[config.mk]
export PLATFORM = sky130hd
export DESIGN_NAME = count_sweep_ctrl_flat
export DESIGN_NICKNAME = d
export VERILOG_FILES = /design/src/rtl/count_sweep_ctrl_if.sv /design/src/rtl/count_sweep_ctrl.sv /design/src/flat_wrapper.sv
export SDC_FILE = /design/constraint.sdc
export NUM_CORES = 1
export LEC_CHECK = 0
export CORE_ASPECT_RATIO = 2
export CORE_MARGIN = 1.5
export CORE_UTILIZATION = 48
export CTS_BUF_LIST = sky130_fd_sc_hd__clkbuf_4
export CTS_CLUSTER_DIAMETER = 60
export DETAILED_ROUTE_END_ITERATION = 16
export PLACE_DENSITY = 0.85
export RECOVER_POWER = 50
export SYNTH_ARGS = -nofsm -noshare
export SYNTH_HDL_FRONTEND = slang
export SYNTH_SLANG_ARGS = --single-unit
[constraint.sdc]
create_clock -name clk -period 2.1 [get_ports clk]
set_clock_uncertainty 0.15 [all_clocks]
set_input_delay 0.42 -clock clk [delete_from_list [all_inputs] [get_ports clk]]
set_output_delay 0.42 -clock clk [all_outputs]
set_load 0.1 [all_outputs]
[src/rtl/count_sweep_ctrl_if.sv]
// Control/status bundle between register logic, sweep sequencer
// and the attached up/down counter.
interface count_sweep_ctrl_if #(
  parameter int SWEEPS_W = 8
);
  logic                start;
  logic                abort;
  logic [SWEEPS_W-1:0] num_sweeps;
  logic                cnt_tc;
  logic                cnt_en;
  logic                cnt_up_down;
  logic                busy;
  logic                done;
  logic                aborted;
  logic [SWEEPS_W-1:0] sweep_cnt;
  logic [2:0]          phase;

  modport master (
    output start,
    output abort,
    output num_sweeps,
    output cnt_tc,
    input  cnt_en,
    input  cnt_up_down,
    input  busy,
    input  done,
    input  aborted,
    input  sweep_cnt,
    input  phase
  );

  modport slave (
    input  start,
    input  abort,
    input  num_sweeps,
    input  cnt_tc,
    output cnt_en,
    output cnt_up_down,
    output busy,
    output done,
    output aborted,
    output sweep_cnt,
    output phase
  );
endinterface

[src/rtl/count_sweep_ctrl.sv]
// Triangle-sweep sequencer for an external up/down counter with
// dwell at both extremes, sweep counting and abort-to-zero.
module count_sweep_ctrl #(
  parameter int END_COUNT = 16,
  parameter int DWELL     = 4,
  parameter int SWEEPS_W  = 8
) (
  input logic               clk,
  input logic               reset,
  count_sweep_ctrl_if.slave bus
);

  localparam int DW = (DWELL > 0) ? $clog2(DWELL + 1) : 1;
  localparam logic [DW-1:0] DW_LD =
    (DWELL > 0) ? DW'(DWELL - 1) : '0;

  typedef enum logic [2:0] {
    IDLE     = 3'd0,
    UP       = 3'd1,
    DWELL_HI = 3'd2,
    DOWN     = 3'd3,
    DWELL_LO = 3'd4,
    RETURN   = 3'd5
  } state_t;

  state_t              state;
  state_t              nxt;
  logic [DW-1:0]       dwell;
  logic [SWEEPS_W-1:0] n_lat;
  logic [SWEEPS_W-1:0] sweep_cnt;
  logic [SWEEPS_W-1:0] sweep_inc;
  logic                sweep_end;
  logic                last;
  logic                busy;
  logic                done;
  logic                aborted;
  logic                up_down;
  logic                run_st;

  assign sweep_inc = sweep_cnt + 1'b1;
  assign last = (n_lat != '0) && (sweep_inc == n_lat);

  always_comb begin
    nxt       = state;
    sweep_end = 1'b0;
    unique case (state)
      IDLE: begin
        if (bus.start && !bus.abort && bus.cnt_tc)
          nxt = UP;
      end
      UP: begin
        if (bus.abort)
          nxt = RETURN;
        else if (bus.cnt_tc)
          nxt = (DWELL == 0) ? DOWN : DWELL_HI;
      end
      DWELL_HI: begin
        if (bus.abort)
          nxt = RETURN;
        else if (dwell == '0)
          nxt = DOWN;
      end
      DOWN: begin
        if (bus.abort)
          nxt = RETURN;
        else if (bus.cnt_tc) begin
          if (DWELL == 0)
            sweep_end = 1'b1;
          else
            nxt = DWELL_LO;
        end
      end
      DWELL_LO: begin
        if (bus.abort)
          nxt = RETURN;
        else if (dwell == '0)
          sweep_end = 1'b1;
      end
      RETURN: begin
        if (bus.cnt_tc)
          nxt = IDLE;
      end
      default: nxt = IDLE;
    endcase
    if (sweep_end)
      nxt = last ? IDLE : UP;
  end

  always_ff @(posedge clk) begin
    if (!reset) begin
      state     <= IDLE;
      dwell     <= '0;
      n_lat     <= '0;
      sweep_cnt <= '0;
      busy      <= 1'b0;
      done      <= 1'b0;
      aborted   <= 1'b0;
      up_down   <= 1'b0;
    end else begin
      state   <= nxt;
      busy    <= (nxt != IDLE);
      done    <= (state != IDLE) && (nxt == IDLE);
      up_down <= (nxt == UP) || (nxt == DWELL_HI);
      if (state == IDLE && nxt == UP) begin
        n_lat     <= bus.num_sweeps;
        sweep_cnt <= '0;
        aborted   <= 1'b0;
      end
      if (sweep_end)
        sweep_cnt <= sweep_inc;
      if (state == RETURN && nxt == IDLE)
        aborted <= 1'b1;
      // reload only on entry; held states just count down
      if (nxt != state &&
          (nxt == DWELL_HI || nxt == DWELL_LO))
        dwell <= DW_LD;
      else if (dwell != '0)
        dwell <= dwell - 1'b1;
    end
  end

  always_comb begin
    run_st = 1'b0;
    unique case (1'b1)
      state == UP,
      state == DOWN,
      state == RETURN: run_st = 1'b1;
      default:         run_st = 1'b0;
    endcase
  end

  assign bus.cnt_en      = run_st && !bus.cnt_tc;
  assign bus.cnt_up_down = up_down;
  assign bus.busy        = busy;
  assign bus.done        = done;
  assign bus.aborted     = aborted;
  assign bus.sweep_cnt   = sweep_cnt;
  assign bus.phase       = state;

endmodule

[src/flat_wrapper.sv]
// flat-port wrapper written by rule: the top's interface ports become plain ports
module count_sweep_ctrl_flat 
#(
  parameter int END_COUNT = 16,
  parameter int DWELL     = 4,
  parameter int SWEEPS_W  = 8
)
  (clk, reset, bus_start, bus_abort, bus_num_sweeps, bus_cnt_tc, bus_cnt_en, bus_cnt_up_down, bus_busy, bus_done, bus_aborted, bus_sweep_cnt, bus_phase);
  count_sweep_ctrl_if #(.SWEEPS_W(SWEEPS_W)) bus_i ();
  input logic clk;
  input logic reset;
  input wire logic [$bits(bus_i.start)-1:0] bus_start;
  input wire logic [$bits(bus_i.abort)-1:0] bus_abort;
  input wire logic [$bits(bus_i.num_sweeps)-1:0] bus_num_sweeps;
  input wire logic [$bits(bus_i.cnt_tc)-1:0] bus_cnt_tc;
  output wire logic [$bits(bus_i.cnt_en)-1:0] bus_cnt_en;
  output wire logic [$bits(bus_i.cnt_up_down)-1:0] bus_cnt_up_down;
  output wire logic [$bits(bus_i.busy)-1:0] bus_busy;
  output wire logic [$bits(bus_i.done)-1:0] bus_done;
  output wire logic [$bits(bus_i.aborted)-1:0] bus_aborted;
  output wire logic [$bits(bus_i.sweep_cnt)-1:0] bus_sweep_cnt;
  output wire logic [$bits(bus_i.phase)-1:0] bus_phase;
  assign bus_i.start = bus_start;
  assign bus_i.abort = bus_abort;
  assign bus_i.num_sweeps = bus_num_sweeps;
  assign bus_i.cnt_tc = bus_cnt_tc;
  assign bus_cnt_en = bus_i.cnt_en;
  assign bus_cnt_up_down = bus_i.cnt_up_down;
  assign bus_busy = bus_i.busy;
  assign bus_done = bus_i.done;
  assign bus_aborted = bus_i.aborted;
  assign bus_sweep_cnt = bus_i.sweep_cnt;
  assign bus_phase = bus_i.phase;
  count_sweep_ctrl #(.END_COUNT(END_COUNT), .DWELL(DWELL), .SWEEPS_W(SWEEPS_W)) u_core (.clk(clk), .reset(reset), .bus(bus_i));
endmodule
==> After elaboration in Yosys (flattened, before gate mapping) <==
Index checks and enable logic that the tools add are counted.
{ "totals": {"register_bits": 26, "output_inout_bits": 16, "input_bits": 13, "wordCells": 68} }
{ "op_classes": {"n_addsub": 2, "muxes": 22, "bitwise": 1, "n_reduce_logical": 24, "eq_ne": 10} }
{ "op_table": {"columns": ["operator", "count"], "rows": [
  ["3-bit 2-to-1 mux", 10],
  ["3-bit case mux with 6 select lines", 1],
  ["8-bit 2-to-1 mux", 2],
  ["3-bit by 2-bit == test with 1-bit output, second input constant", 3],
  ["3-bit == test, second input constant", 3],
  ["3-bit logical NOT", 3],
  ["3-bit nonzero test", 3],
  ["8-bit by 1-bit adder with 8-bit output, second input constant", 1],
  ["8-bit == test", 1],
  ["1-bit logical AND", 8],
  ["8-bit nonzero test", 1],
  ["1-bit 2-to-1 mux", 7],
  ["3-bit by 1-bit == test with 1-bit output, second input constant", 2],
  ["2-bit nonzero test", 3],
  ["2-bit 2-to-1 mux", 2],
  ["3-bit != test", 1],
  ["3-bit OR reduction", 1],
  ["3-bit by 1-bit subtractor with 3-bit output, second input constant", 1],
  ["1-bit logical NOT", 2],
  ["1-bit logical OR", 2],
  ["2-bit OR reduction", 1],
  ["1-bit inverter", 1]
]} }

==> Longest topological paths before layout <==
Gate-level depths: netlist of the first run.
{ "depth": {"ltp_word": 10, "depth_mapped": 9, "ltp_nobuf": 8} }

==> Worst setup path after synthesis of the first run <==
No wires, ideal clock.
{ "synth_path": {"kind": "flip-flop to flip-flop", "start": "register u_core.state[1], in the netlist u_core.bus.phase[1]", "end": "register u_core.state[0], in the netlist u_core.bus.phase[0]", "path_slack_ps": -897, "required_ps": 1834, "t_arrival_ps": 2731, "setup_ps": 116, "n_path_buf": 1, "path_stages_with_launch": 8, "period_less_slack_ps": 2997, "cell_sequence": "dfxtp_1 > buf_4 > a21oi_1 > and2_1 > a31o_2 > a211oi_2 > a21oi_2 > and2_2"} }
{ "synth_via": {"elab_chain_cells": 3, "word_cells_on_any_way": 9, "cone_classes": "eq/ne: 5; mux: 3; reduce/logical: 1"} }
{ "synth_lines": {"columns": ["item", "line_no", "source"], "rows": [
  ["from (decl)", "count_sweep_ctrl.sv:26", "state_t state;"],
  ["from (signal assigned)", "count_sweep_ctrl.sv:100", "state <= nxt;"],
  ["3-bit == test (tied with other cells)", "count_sweep_ctrl.sv:46", "unique case (state)"],
  ["3-bit case mux with 6 select lines or 1-bit 2-to-1 mux (tied branches)", "count_sweep_ctrl.sv:46", null],
  ["3-bit 2-to-1 mux *", "count_sweep_ctrl.sv:85", "if (sweep_end)"]
]} }
Mark *: on every way between the ends. The rest lies on a longest branch, timed or not.
A chain may end at the register's enable or synchronous reset.

==> Worst setup path after layout of the first run <==
{ "layout_path": {"start": "register u_core.state[1], in the netlist u_core.bus.phase[1]", "end": "register u_core.sweep_cnt[4], in the netlist u_core.bus.sweep_cnt[4]"} }
{ "layout_via": {"elab_chain_cells": 7, "word_cells_on_any_way": 22, "cone_classes": "eq/ne: 6; mux: 13; reduce/logical: 3"} }
{ "layout_lines": {"columns": ["item", "line_no", "source"], "rows": [
  ["3-bit 2-to-1 mux, on equally long branches", "count_sweep_ctrl.sv:66, count_sweep_ctrl.sv:54, count_sweep_ctrl.sv:60", null],
  ["3-bit 2-to-1 mux, on equally long branches", "count_sweep_ctrl.sv:64, count_sweep_ctrl.sv:58, count_sweep_ctrl.sv:52", null],
  ["3-bit case mux with 6 select lines", "count_sweep_ctrl.sv:46", null],
  ["3-bit 2-to-1 mux", "count_sweep_ctrl.sv:85", null],
  ["3-bit by 1-bit == test with 1-bit output", "count_sweep_ctrl.sv:104", "if (state == IDLE && nxt == UP) begin"],
  ["1-bit logical AND", "count_sweep_ctrl.sv:104", null],
  ["2-bit nonzero test (no source line)", null, null],
  ["to (signal assigned)", "count_sweep_ctrl.sv:110", "sweep_cnt <= sweep_inc;"],
  ["to (decl)", "count_sweep_ctrl.sv:30", "logic [SWEEPS_W-1:0] sweep_cnt;"]
]} }
Several ways; a longest one is shown, not always the timed one.

==> flow_metrics.tcl, run 1 <==
set metrics [dict create \
    syn-num-nets 179 \
    critPathMaxStageDelay_ns 0.43 \
    synth_seq_cells 26 \
    violations "setup timing" \
    seqPwrFrac 0.371 \
    cts_htree_levels 1 \
    start_util 0.503 \
    drive_above_1_share 0.362 \
    synth_top_area_frac 0.352 \
    worst_slack_ns -0.0137 \
    cts_root_buf "clkbuf_4" \
    ys_warn_count 0 \
    hold_class "reg2reg" \
    overflow 0 \
    slew_violations 0 \
    min_period_ns 2.11 \
    post-route-period-util 1.01 \
    synthCells 163 \
    busiest_layer "met2" \
    antenna_found_initial 0 \
    die_h_um 81.5 \
    min_to "u_core.bus.aborted" \
    r2r_setup_slack_ns -0.01 \
    dp.cells 230 \
    rows 28 \
    drt_iter0_drc 29 \
    grt_pass1_wl_um 5840 \
    hold_viol_final 0 \
    path_cells "nor2_1, nand4_1, and2_2, a21o_1, a21oi_1, nor2b_1" \
    cp.required_ns 2.20 \
    synth.avg_cell_area_um2 9.08 \
    first_pass_iters 4 \
    drtAntennaViolNets 0 \
    tns_ns -0.0376 \
    min_path_cells 2 \
    io_buffers 28 \
    syn-cell-area_um2 1480 \
    p_switching_uw 589 \
    clock_path_buffers 2 \
    cp.arrival_ns 2.21 \
    synth-edff-count 0 \
    grt_use_met2 0.452 \
    io_pins 29 \
    hp-start "u_core.bus.aborted" \
    clkPwrFrac 0.218 \
    crit_type "reg2reg" \
    setup_violations 3 \
    gp_congestion 0.798 \
    grt_max_degree 16 \
    cpMaxStageDelayCell "dfxtp_4" \
    worstMarginPinSlew_ns 0.434 \
    p_comb_frac 0.411 \
    slew_headroom 0.710 \
    ctsHoldBuffers 0 \
    route.detailed.wl_per_inst_um 16.5 \
    p_per_area_nw_per_um2 766 \
    cpLargestDelayFamily "simple AND/OR/NAND/NOR gates" \
    wl_um 3920 \
    yosys.area.top_type "dfxtp_1" \
    grt_use_met3 0.0154 \
    dpl.hpwl_um 2950 \
    fmax_ghz 0.473 \
    grt_util_all_layers 0.223 \
    intPower_uw 1040 \
    ys_seq_area_frac 0.352 \
    clock_latency_ns 0.33 \
    outcome "complete, but fails checks" \
    finalPower_uw 1630 \
    synth_ff_type "dfxtp_1" \
    synth.area.top_cells "dfxtp_1 (35%), mux2i_1 (6.8%), nor2b_1 (5.9%)" \
    instances_no_fill 237 \
    peakVddDrop_mv 0.550 \
    leakagePower_uw 0.000900 \
    cts_tree "done" \
    grt_pass1_vias 1372 \
    crit_fanout 12 \
    nets 224 \
    crit_path_end_kind "flop" \
    async_flop_share 0 \
    use_met1 0.202 \
    die_w_um 42.3 \
    syn2layout_area_growth_pct 44.0 \
    numClockSinks 26 \
    reg2reg_depth 6 \
    rsz0062_at_grt "yes" \
    clk_pin_slew_ns 0.15 \
    numCtsBuffers 3 \
    maxCapViolations 0 \
    drc 0 \
    synth_cell_type_count 44 \
    switching_share 0.361 \
    vias 1399 \
    critPathBufInv 0 \
    reg2reg_from "u_core.bus.phase[1]" \
    dieArea_um2 3450 \
    viasPerCell 5.90 \
    critPathLaunchType "flop" \
    core_um2 2940 \
    antenna_cells 0 \
    r2r-end "u_core.bus.sweep_cnt[4]" \
]
## worst min-delay path: stages (launching register included)
cell	delay, ns
dfxtp_1	0.34
nand2_1	0.05
a21boi_0	0.08
## sequential cells by signal (all words and copies together) (netlist names)
name / flops
u_core.bus.phase: 3
u_core.bus.busy: 1
u_core.dwell: 3
u_core.bus.aborted: 1
u_core.bus.sweep_cnt: 8
u_core.bus.done: 1
u_core.bus.cnt_up_down: 1
u_core.n_lat: 8
## metal layers
metal / wire (um) / share of wire / vias up
met5: 0 / 0 / -
met4: 173 / 0.044 / 0
met3: 130 / 0.033 / 17
met2: 2260 / 0.58 / 52
met1: 1360 / 0.35 / 666
li1: - / - / 664
## cells in the mapped netlist, types with 4 or more instances
| cell type | n |
|---|---|
| inv_1 | 4 |
| a21oi_1 | 5 |
| a21boi_0 | 4 |
| xnor2_1 | 8 |
| nand2_1 | 5 |
| nor2_1 | 11 |
| xor2_1 | 5 |
| mux2i_1 | 10 |
| o21a_1 | 5 |
| dfxtp_1 | 26 |
| nor3_1 | 4 |
| and2_1 | 7 |
| nand3_1 | 5 |
| clkbuf_1 | 4 |
| nor2b_1 | 14 |
| o21ai_0 | 5 |
## through the flow
step	hold slack, ns	area (um2)	setup WS, ns	util
3_3_place_gp	0.306	1990	-0.326	0.676
4_1_cts	0.365	2040	-0.0200	0.694
2_1_floorplan	0.377	1520	0.00422	-
6_report	0.354	2130	-0.0137	0.724
5_1_grt	0.397	2130	-0.0829	0.724
3_5_place_dp	0.347	1990	-0.388	0.676
## placed cells by master, fill, tap and decap left out, types with 5 or more instances in the layout
| cell | n |
|---|---|
| dfxtp_1 | 14 |
| and2_1 | 5 |
| mux2i_1 | 10 |
| dfxtp_2 | 6 |
| o21a_1 | 5 |
| buf_4 | 26 |
| xor2_1 | 5 |
| nor2b_1 | 12 |
| nand2_1 | 5 |
| nor2_1 | 11 |
| buf_12 | 10 |
| xnor2_1 | 8 |
| clkdlybuf4s50_1 | 11 |
| dfxtp_4 | 6 |
## cell type report
| class | instances | area (um2) |
|---|---|---|
| Tap cell | 30 | 37.5 |
| Clock buffer | 3 | 22.5 |
| Multi-Input combinational cell | 125 | 957 |
| Clock inverter | 1 | 30.0 |
| Sequential cell | 26 | 551 |
| Timing Repair Buffer | 48 | 518 |
| Fill cell | 224 | 812 |
| Inverter | 4 | 15.0 |
## kinds of logic after synthesis
logic type,after synthesis,synth area share
compound gates,34,0.168
xor+xnor,13,0.0769
fa+ha+maj,3,0.0254
buf+inv,12,0.0456
flops,26,0.352
mux,10,0.0676
simple gates,65,0.265
## power groups by stage
stage	combinational [uW]	clock (uW)	sequential, uW
after floorplan	319	0	718
after global placement	585	0	605
after detailed placement	614	0	608
after CTS	618	357	597
after global routing	715	374	611
final	671	356	605
## how the worst max path moves through the flow
stage	slack [ns]	depth (start not counted)	end	from
floorplan	0.004	6	u_core.bus.phase[0]	u_core.bus.sweep_cnt[0]
global placement	-0.33	7	u_core.dwell[0]	bus_cnt_tc
detailed placement	-0.39	7	u_core.dwell[1]	bus_cnt_tc
CTS	-0.02	8	u_core.dwell[1]	u_core.dwell[0]
global route	-0.08	8	u_core.bus.done	bus_abort
finish	-0.01	6	u_core.bus.sweep_cnt[4]	u_core.bus.phase[1]
## repair_timing
action / 4_1_cts / 5_1_grt
buffers inserted: 0 / 3
endpoints found under the setup margin: 5 / 12
pin swaps: 1 / 8
resized for setup: 1 / 18
Power figures use the tool's default switching activity.
==> run 2: changes to the inputs <==
--- a/config.mk
+++ b/config.mk
@@ -13,6 +13,7 @@
 export DETAILED_ROUTE_END_ITERATION = 16
 export PLACE_DENSITY = 0.85
 export RECOVER_POWER = 50
+export SLEW_MARGIN = 25
 export SYNTH_ARGS = -nofsm -noshare
 export SYNTH_HDL_FRONTEND = slang
 export SYNTH_SLANG_ARGS = --single-unit
==> results of run 2 <==
No change in the layout: final DEF, timing and power equal those of run 1.
